--- src/rtl/uart_loader_ctrl_pkg.sv ---
// Shared types and constants for the UART boot loader.
// Optional feature macro: LOADER_CHECKSUM_EN adds the CHECK state.
package loader_pkg;

    localparam int LOADER_LEN_WID     = 16;
    localparam int LOADER_BYTE_WID    = 8;
    localparam int LOADER_TIMEOUT_CYC = 5_000_000;

    typedef enum logic [2:0] {
        LEN_HI,
        LEN_LO,
        DATA,
`ifdef LOADER_CHECKSUM_EN
        CHECK,
`endif
        DONE
    } loader_state_t;

endpackage

--- src/rtl/uart_loader_ctrl_if.sv ---
// Byte-stream input and memory-write output bundle of the loader.
// The slave side is the loader itself; the master side feeds bytes and
// observes the memory writes.
interface uart_loader_ctrl_if;
    import loader_pkg::*;

    logic [LOADER_BYTE_WID-1:0] rx_data;
    logic                       rx_valid;
    logic                       mem_we;
    logic [31:0]                mem_addr;
    logic [31:0]                mem_data;
    logic                       done;
    logic                       err;
    logic [LOADER_LEN_WID-1:0]  words_loaded;

    modport master (
        output rx_data, rx_valid,
        input  mem_we, mem_addr, mem_data, done, err, words_loaded
    );

    modport slave (
        input  rx_data, rx_valid,
        output mem_we, mem_addr, mem_data, done, err, words_loaded
    );

endinterface

--- src/rtl/uart_loader_ctrl_timeout.sv ---
// Inter-byte gap counter. expired is high during the TIMEOUT_CYC-th
// consecutive enabled cycle without a restart.
module loader_timeout
    import loader_pkg::*;
#(
    parameter int TIMEOUT_CYC = LOADER_TIMEOUT_CYC
) (
    input  logic clk,
    input  logic rst,
    input  logic restart,
    input  logic enable,
    output logic expired
);

    localparam int              CNT_W = $clog2(TIMEOUT_CYC + 1);
    localparam logic [CNT_W-1:0] LIMIT = CNT_W'(TIMEOUT_CYC - 1);

    logic [CNT_W-1:0] r_count;

    // Count idle cycles while a frame is open; any accepted byte or an idle state clears it
    always_ff @(posedge clk or posedge rst) begin
        if (rst) begin
            r_count <= '0;
        end else if (restart || !enable) begin
            r_count <= '0;
        end else if (r_count != LIMIT) begin
            r_count <= r_count + CNT_W'(1);
        end
    end

    assign expired = enable && (r_count == LIMIT);

endmodule

--- src/rtl/uart_loader_ctrl.sv ---
// UART image loader: parses a length-prefixed frame of little-endian words
// and writes them to memory starting at BASE_ADDR, then raises sticky done.
// Define LOADER_CHECKSUM_EN to require a trailing XOR checksum byte.
module uart_loader_ctrl
    import loader_pkg::*;
#(
    parameter logic [31:0] BASE_ADDR   = 32'h0000_0000,
    parameter int          TIMEOUT_CYC = LOADER_TIMEOUT_CYC
) (
    input  logic              clk,
    input  logic              rst,
    uart_loader_ctrl_if.slave bus
);

    loader_state_t             r_state;
    logic [LOADER_LEN_WID-1:0] r_len;
    logic [LOADER_LEN_WID-1:0] r_wordsLoaded;
    logic [23:0]               r_asm;
    logic [1:0]                r_byteCnt;
    logic                      r_memWe;
    logic [31:0]               r_memAddr;
    logic [31:0]               r_memData;
    logic                      r_done;
    logic                      r_err;

    logic                      w_expired;
    logic                      w_timerEn;
    logic                      w_accept;
    logic                      w_abort;
    logic [LOADER_LEN_WID-1:0] w_lenFull;
    logic [LOADER_LEN_WID-1:0] w_nextWords;
    logic [31:0]               w_wordAddr;

`ifdef LOADER_CHECKSUM_EN
    logic [LOADER_BYTE_WID-1:0] r_csum;
    logic                       w_csumBad;

    assign w_csumBad = (r_state == CHECK) && bus.rx_valid && (bus.rx_data != r_csum);
`endif

    assign w_timerEn   = (r_state != LEN_HI) && (r_state != DONE);
    assign w_accept    = bus.rx_valid && (r_state != DONE);
    assign w_lenFull   = {r_len[15:8], bus.rx_data};
    assign w_nextWords = r_wordsLoaded + 16'd1;
    assign w_wordAddr  = BASE_ADDR + {14'd0, r_wordsLoaded, 2'b00};

    // A byte arriving in the expiry cycle wins over the timeout
`ifdef LOADER_CHECKSUM_EN
    assign w_abort = (w_expired && !bus.rx_valid) || w_csumBad;
`else
    assign w_abort = w_expired && !bus.rx_valid;
`endif

    loader_timeout #(
        .TIMEOUT_CYC (TIMEOUT_CYC)
    ) u_timeout (
        .clk     (clk),
        .rst     (rst),
        .restart (w_accept),
        .enable  (w_timerEn),
        .expired (w_expired)
    );

    // Frame parser, byte assembler and registered memory-write outputs
    always_ff @(posedge clk or posedge rst) begin
        if (rst) begin
            r_state       <= LEN_HI;
            r_len         <= '0;
            r_wordsLoaded <= '0;
            r_asm         <= '0;
            r_byteCnt     <= '0;
            r_memWe       <= 1'b0;
            r_memAddr     <= BASE_ADDR;
            r_memData     <= '0;
            r_done        <= 1'b0;
            r_err         <= 1'b0;
`ifdef LOADER_CHECKSUM_EN
            r_csum        <= '0;
`endif
        end else begin
            r_memWe <= 1'b0;
            r_err   <= 1'b0;
            if (w_abort) begin
                r_state       <= LEN_HI;
                r_err         <= 1'b1;
                r_asm         <= '0;
                r_byteCnt     <= '0;
                r_wordsLoaded <= '0;
`ifdef LOADER_CHECKSUM_EN
                r_csum        <= '0;
`endif
            end else begin
                case (r_state)
                    LEN_HI: begin
                        if (bus.rx_valid) begin
                            r_len[15:8] <= bus.rx_data;
                            r_state     <= LEN_LO;
                        end
                    end
                    LEN_LO: begin
                        if (bus.rx_valid) begin
                            r_len <= w_lenFull;
                            if (w_lenFull == '0) begin
`ifdef LOADER_CHECKSUM_EN
                                r_state <= CHECK;
`else
                                r_state <= DONE;
`endif
                            end else begin
                                r_state <= DATA;
                            end
                        end
                    end
                    DATA: begin
                        if (bus.rx_valid) begin
                            r_byteCnt <= r_byteCnt + 2'd1;
`ifdef LOADER_CHECKSUM_EN
                            r_csum    <= r_csum ^ bus.rx_data;
`endif
                            if (r_byteCnt == 2'd3) begin
                                r_memWe       <= 1'b1;
                                r_memAddr     <= w_wordAddr;
                                r_memData     <= {bus.rx_data, r_asm};
                                r_wordsLoaded <= w_nextWords;
                                r_asm         <= '0;
                                if (w_nextWords == r_len) begin
`ifdef LOADER_CHECKSUM_EN
                                    r_state <= CHECK;
`else
                                    r_state <= DONE;
`endif
                                end
                            end else begin
                                r_asm <= {bus.rx_data, r_asm[23:8]};
                            end
                        end
                    end
`ifdef LOADER_CHECKSUM_EN
                    CHECK: begin
                        if (bus.rx_valid) begin
                            r_state <= DONE;
                        end
                    end
`endif
                    DONE: begin
                        r_done <= 1'b1;
                    end
                    default: begin
                        r_state <= LEN_HI;
                    end
                endcase
            end
        end
    end

    assign bus.mem_we       = r_memWe;
    assign bus.mem_addr     = r_memAddr;
    assign bus.mem_data     = r_memData;
    assign bus.done         = r_done;
    assign bus.err          = r_err;
    assign bus.words_loaded = r_wordsLoaded;

endmodule

--- src/flat_wrapper.sv ---
// flat-port wrapper written by rule: the top's interface ports become plain ports
module uart_loader_ctrl_flat import loader_pkg::*;
#(
    parameter logic [31:0] BASE_ADDR   = 32'h0000_0000,
    parameter int          TIMEOUT_CYC = LOADER_TIMEOUT_CYC
)
  (clk, rst, bus_rx_data, bus_rx_valid, bus_mem_we, bus_mem_addr, bus_mem_data, bus_done, bus_err, bus_words_loaded);
  uart_loader_ctrl_if bus_i ();
  input  logic clk;
  input  logic rst;
  input wire logic [$bits(bus_i.rx_data)-1:0] bus_rx_data;
  input wire logic [$bits(bus_i.rx_valid)-1:0] bus_rx_valid;
  output wire logic [$bits(bus_i.mem_we)-1:0] bus_mem_we;
  output wire logic [$bits(bus_i.mem_addr)-1:0] bus_mem_addr;
  output wire logic [$bits(bus_i.mem_data)-1:0] bus_mem_data;
  output wire logic [$bits(bus_i.done)-1:0] bus_done;
  output wire logic [$bits(bus_i.err)-1:0] bus_err;
  output wire logic [$bits(bus_i.words_loaded)-1:0] bus_words_loaded;
  assign bus_i.rx_data = bus_rx_data;
  assign bus_i.rx_valid = bus_rx_valid;
  assign bus_mem_we = bus_i.mem_we;
  assign bus_mem_addr = bus_i.mem_addr;
  assign bus_mem_data = bus_i.mem_data;
  assign bus_done = bus_i.done;
  assign bus_err = bus_i.err;
  assign bus_words_loaded = bus_i.words_loaded;
  uart_loader_ctrl #(.BASE_ADDR(BASE_ADDR), .TIMEOUT_CYC(TIMEOUT_CYC)) u_core (.clk(clk), .rst(rst), .bus(bus_i));
endmodule
--- config.mk ---
export PLATFORM = sky130hd
export DESIGN_NAME = uart_loader_ctrl_flat
export DESIGN_NICKNAME = d
export VERILOG_FILES = /design/src/rtl/uart_loader_ctrl_pkg.sv /design/src/rtl/uart_loader_ctrl_if.sv /design/src/rtl/uart_loader_ctrl_timeout.sv /design/src/rtl/uart_loader_ctrl.sv /design/src/flat_wrapper.sv
export SDC_FILE = /design/constraint.sdc
export NUM_CORES = 1
export LEC_CHECK = 0
export CAP_MARGIN = 20
export CORE_MARGIN = 2
export CORE_UTILIZATION = 51
export CTS_BUF_LIST = sky130_fd_sc_hd__clkbuf_4
export DETAILED_ROUTE_END_ITERATION = 16
export GPL_TIMING_DRIVEN = 0
export PLACE_DENSITY = 0.79
export SYNTH_ARGS = -nofsm -noshare
export SYNTH_HDL_FRONTEND = slang
export SYNTH_SLANG_ARGS = --single-unit
--- constraint.sdc ---
create_clock -name clk -period 4.6 [get_ports clk]
set_input_delay 1.15 -clock clk [delete_from_list [all_inputs] [get_ports clk]]
set_output_delay 1.15 -clock clk [all_outputs]
set_load 0.02 [all_outputs]
# After elaboration in Yosys (flattened, before gate mapping)
# Cells that the tools add are included.
# op_classes
add_sub_neg	3
eq_ne	14
muxes	28
n_bitwise	2
n_reduce_logical	21
# ops
op	count
$mux W24	4
$mux W16	4
$mux W23	2
$add A23 B1 Y23 const B	1
$eq A23 B23 Y1 const B	1
$ne A23 B23 Y1 const B	1
$mux W3	6
$add A16 B1 Y16 const B	1
$eq A16 B16 Y1	1
$logic_not A16 Y1	1
$pmux W8 S2	1
$ne A3 B2 Y1 const B	4
$pmux W3 S4	1
$mux W8	1
$reduce_and A4 Y1	2
$reduce_bool A2 Y1	4
$eq A3 B2 Y1 const B	2
$mux W1	6
$mux W2	3
$ne A3 B1 Y1 const B	2
$reduce_and A3 Y1	2
$reduce_and A6 Y1	1
$logic_and A1 B1 Y1	4
$reduce_and A2 Y1	2
other kinds (9)	11
# word_totals
register_bits	135
inputBits	11
wordCells	80

# Longest topological paths before layout
# logic_depth
ltp_word	7
mapped_depth	10

# Modules after synthesis
# A second synthesis with hierarchy kept.
# unflattened
hier_cells	679
area_unflattened_um2	6558.8
# modules_own_cells
module	n_inst	cells_per_inst	area_per_inst_um2	seq_area_each_um2
uart_loader_ctrl	1	529	5232.5	2777.7
loader_timeout	1	150	1326.3	575.6

# Least setup slack after synthesis
# No wires, ideal clock.
# synth_timing
kind	input to register
start	input bus_rx_valid
end	register u_core.r_wordsLoaded[15], in the netlist u_core.bus.words_loaded[15]
setup_time_ns	0.077
arrival_ns	2.653
required_ns	4.523
slack_ns	1.870
stages	6
n_path_buf	1
cell_sequence	buf_2 > nand3_1 > nor3_1 > nand4_1 > or3_1 > a21oi_1
# synth_via
elab_chain_cells	4
word_cells_on_any_way	7
cone_classes	1 x mux; 6 x reduce/logical
# synth_rtl
item	line	source
start: declaration	flat_wrapper.sv:12	input wire logic [$bits(bus_i.rx_valid)-1:0] bus_rx_valid;
$logic_not A1 Y1	uart_loader_ctrl.sv:51	assign w_abort = w_expired && !bus.rx_valid;
$logic_and A1 B1 Y1	uart_loader_ctrl.sv:51	
$reduce_bool A2 Y1 (no line)	--	
$reduce_and A3 Y1 (no line)	--	
end signal: assignment	uart_loader_ctrl.sv:124	r_wordsLoaded <= w_nextWords;
end: declaration	uart_loader_ctrl.sv:17	logic [LOADER_LEN_WID-1:0] r_wordsLoaded;
# Parallel ways exist; a longest one is shown, timed or not.
# A chain may end at the register's enable or synchronous reset.

# Worst setup path after layout
# layout_timing
start	register u_core.r_wordsLoaded[5], in the netlist u_core.bus.words_loaded[5]
end	output bus_words_loaded[5]
# layout_lines
item	line	source
end: declaration	flat_wrapper.sv:18	output wire logic [$bits(bus_i.words_loaded)-1:0] bus_words_loaded;
# No word-level cell between the ends.

==> results.sh <==
export IMPL_worstPathArrival_ps=1760
export IMPL_hp_class="flop to flop"
export IMPL_critical_path_top_delay_family="buffers and inverters"
export IMPL_cts_sinks=134
export IMPL_ys_types=52
export IMPL_synthesis_area_um2=6190
export IMPL_area_growth_synth_to_final_pct=21.7
export IMPL_syn_area_per_cell_um2=9.94
export IMPL_cpPeakStageDelay_ps=680
export IMPL_globalplace_congestion=0.874
export IMPL_totalNegativeSetupSlack_ps=0
export IMPL_dpl_hpwl_mm=10.3
export IMPL_fmax_ghz=0.343
export IMPL_use_met1=0.314
export IMPL_relSlewSlack=0.601
export IMPL_maxSlewViolCount=0
export IMPL_cts_resized=0
export IMPL_ys_ff_latch=134
export IMPL_wirelength_mm=14.3
export IMPL_die_h_um=114
export IMPL_use_met3=0.0529
export IMPL_post_cts_setup_buffers=0
export IMPL_path_buf_inv=1
export IMPL_final_cell_mix="nand2_1 (169), dfrtp_1 (134), clkdlybuf4s50_1 (76), nor2_1 (48), xor2_1 (30)"
export IMPL_synthCells=623
export IMPL_grt_busiest_layer="met2"
export IMPL_skew_ps=23.6
export IMPL_ios=94
export IMPL_power_density_nw_per_um2=493
export IMPL_yosys_most_used_dff="dfrtp_1"
export IMPL_grt_pass1_vias=4826
export IMPL_worst_r2r_cell_count=7
export IMPL_ctsRootBufferMaster="clkbuf_4"
export IMPL_final_common_cell="nand2_1"
export IMPL_synth_edf_count=0
export IMPL_setup_ws_ps=1690
export IMPL_rsz0062_at_grt="no"
export IMPL_synth_top_area_frac=0.541
export IMPL_yosysSeqAreaShare=0.541
export IMPL_crit_required_ps=3450
export IMPL_p_switching_w=0.00134
export IMPL_outcome="completed"
export IMPL_post_place_ws_ps=1390
export IMPL_hold_violations=0
export IMPL_antenna_found_initial=1
export IMPL_critPathKind="flop to output pin"
export IMPL_worstPathMaxFanout=8
export IMPL_synth_area_leaders="dfrtp_1 (54%), nand2_1 (10%), xor2_1 (4.2%), a22o_1 (3.1%), mux2_2 (2.9%)"
export IMPL_portBuffers=76
export IMPL_via_count=4916
export IMPL_hold_start="u_core.bus.mem_data[13]$_DFFE_PP0P_"
export IMPL_nets=754
export IMPL_regToRegStartpoint="u_core.r_state[0]$_DFFE_PP0P_"
export IMPL_hold_end="u_core.bus.mem_data[13]$_DFFE_PP0P_"
export IMPL_die_w_um=114
export IMPL_ctsLongestPathBuffers=2
export IMPL_cp_cell_sequence="clkdlybuf4s50_1"
export IMPL_cts_buffers=17
export IMPL_internal_power_w=0.00238
export IMPL_synth_async_reset_ratio=1.00
export IMPL_initial_core_util=0.520
export IMPL_grt_overflow_total=0
export IMPL_globalRouteMet2Util=0.365
export IMPL_holdPathStages=2
export IMPL_path_clk_slew_ps=120
export IMPL_grt_max_degree=44
export IMPL_clkLatencyLatePin_ps=540
export IMPL_hold_buffers=0
export IMPL_die_area_um2=13000
export IMPL_pwr_share_seq=0.464
export IMPL_grt_pass1_wl_mm=23.8
export IMPL_r2r_slack_ps=1820
export IMPL_yosys_area_top_type="dfrtp_1"
export IMPL_slowest_stage="clkdlybuf4s50_1"
export IMPL_finalPower_w=0.00372
export IMPL_htreeDepth=4
export IMPL_min_period_ps=2910
export IMPL_timing_critical_path_to_type="output pin"
export IMPL_post_route_drc_count=0
export IMPL_drt_iter0_drc=319
export IMPL_critPathLaunchType="flop"
export IMPL_ir_drop_mv=0.258
export IMPL_row_count=40
export IMPL_grt_usage=0.231
export IMPL_p_leak_nw=3.54
export IMPL_pwr_share_comb=0.325
export IMPL_drtPass1Iterations=5
export IMPL_layout_drive_gt1_share=0.119
export IMPL_via_per_inst=5.48
export IMPL_drv_cap=0
export IMPL_yosys_warnings=0
export IMPL_ant_nets=0
export IMPL_pwr_share_clk=0.211
export IMPL_setup_viol=0
export IMPL_cts_tree="yes"
export IMPL_swShare=0.359
export IMPL_rr_endpoint="u_core.bus.words_loaded[15]$_DFFE_PP0P_"
export IMPL_tightest_slew_ps=594
export IMPL_wl_per_cell_um=16.0
export IMPL_core_area_um2=11900
export IMPL_post_route_period_util=0.634
-- metrics by stage --
step	utilization	cell area, µm²	instances	hold WS, ps
6_report	0.633	7540	897	487
5_1_grt	0.633	7540	897	515
4_1_cts	0.633	7540	896	492
3_5_place_dp	0.609	7260	864	462
3_3_place_gp	0.604	7200	861	447
2_1_floorplan	-	6250	638	439
-- metal layers --
layer,part of all wire,routed length [µm],up-vias
met1,0.44,6320,2396
met2,0.48,6840,199
met4,0.019,278,0
met3,0.062,891,29
li1,-,-,2292
met5,0,0,-
-- worst max path at each step --
stage / from / end / cells after the start
4_1_cts: u_core.bus.words_loaded[1]$_DFFE_PP0P_ / bus_words_loaded[1] / 1
5_1_grt: u_core.r_state[0]$_DFFE_PP0P_ / u_core.bus.words_loaded[15]$_DFFE_PP0P_ / 7
3_3_place_gp: rst / u_core.bus.mem_addr[16]$_DFFE_PP0P_ / 2
2_1_floorplan: rst / u_core.bus.done$_DFFE_PP0P_ / 1
6_report: u_core.bus.words_loaded[5]$_DFFE_PP0P_ / bus_words_loaded[5] / 1
3_5_place_dp: bus_rx_valid / u_core.bus.words_loaded[15]$_DFFE_PP0P_ / 6
-- flip-flops by register name, indices dropped and copies added (netlist names) --
name / cells
u_core.r_len: 16
u_core.r_byteCnt: 2
u_core.bus.mem_we: 1
u_core.bus.words_loaded: 16
u_core.r_state: 2
u_core.u_timeout.r_count: 23
u_core.bus.mem_addr: 16
u_core.bus.done: 1
u_core.r_asm: 24
u_core.bus.err: 1
u_core.bus.mem_data: 32
-- kinds of logic after synthesis --
kind of cell | Yosys count | synth area share
simple gates | 296 | 0.219
flops | 134 | 0.541
compound gates | 62 | 0.0752
buf+inv | 57 | 0.0501
xor+xnor | 49 | 0.0693
mux | 17 | 0.0307
fa+ha+maj | 7 | 0.0141
other cells | 1 | 0.000605
-- synth_stat cells, drive strengths merged, types with 3 or more instances --
| library cell | number |
|---|---|
| a21oi | 9 |
| a22o | 22 |
| a31oi | 3 |
| and3 | 5 |
| and4 | 3 |
| buf | 36 |
| clkbuf | 12 |
| dfrtp | 134 |
| ha | 7 |
| inv | 9 |
| mux2 | 16 |
| nand2 | 169 |
| nand3 | 22 |
| nand4 | 15 |
| nor2 | 48 |
| nor3 | 8 |
| nor4 | 5 |
| nor4b | 4 |
| o21ai | 13 |
| or3 | 5 |
| or4 | 4 |
| xnor2 | 19 |
| xor2 | 30 |
-- power by group through the flow --
| stage | logic [W] | registers, W | clock network [W] |
|---|---|---|---|
| 2_1_floorplan | 0.000670 | 0.00181 | 0 |
| 3_3_place_gp | 0.00116 | 0.00172 | 0 |
| 3_5_place_dp | 0.00121 | 0.00174 | 0 |
| 4_1_cts | 0.00121 | 0.00172 | 0.000791 |
| 5_1_grt | 0.00132 | 0.00176 | 0.000856 |
| 6_report | 0.00121 | 0.00172 | 0.000785 |
-- worst min-delay path, delay by kind of cell, from the launching register on --
| family | cells | cell delay, ps |
|---|---|---|
| flops | 1 | 360 |
| simple gates | 2 | 100 |
-- area by class of cell --
type / instances / area [µm²]
Buffer: 48 / 277
Antenna cell: 1 / 2.50
Tap cell: 147 / 184
Inverter: 9 / 37.5
Timing Repair Buffer: 79 / 821
Clock inverter: 15 / 151
Fill cell: 980 / 4370
Multi-Input combinational cell: 447 / 2590
Sequential cell: 134 / 3350
Clock buffer: 17 / 128
Power figures use the tool's default switching activity.
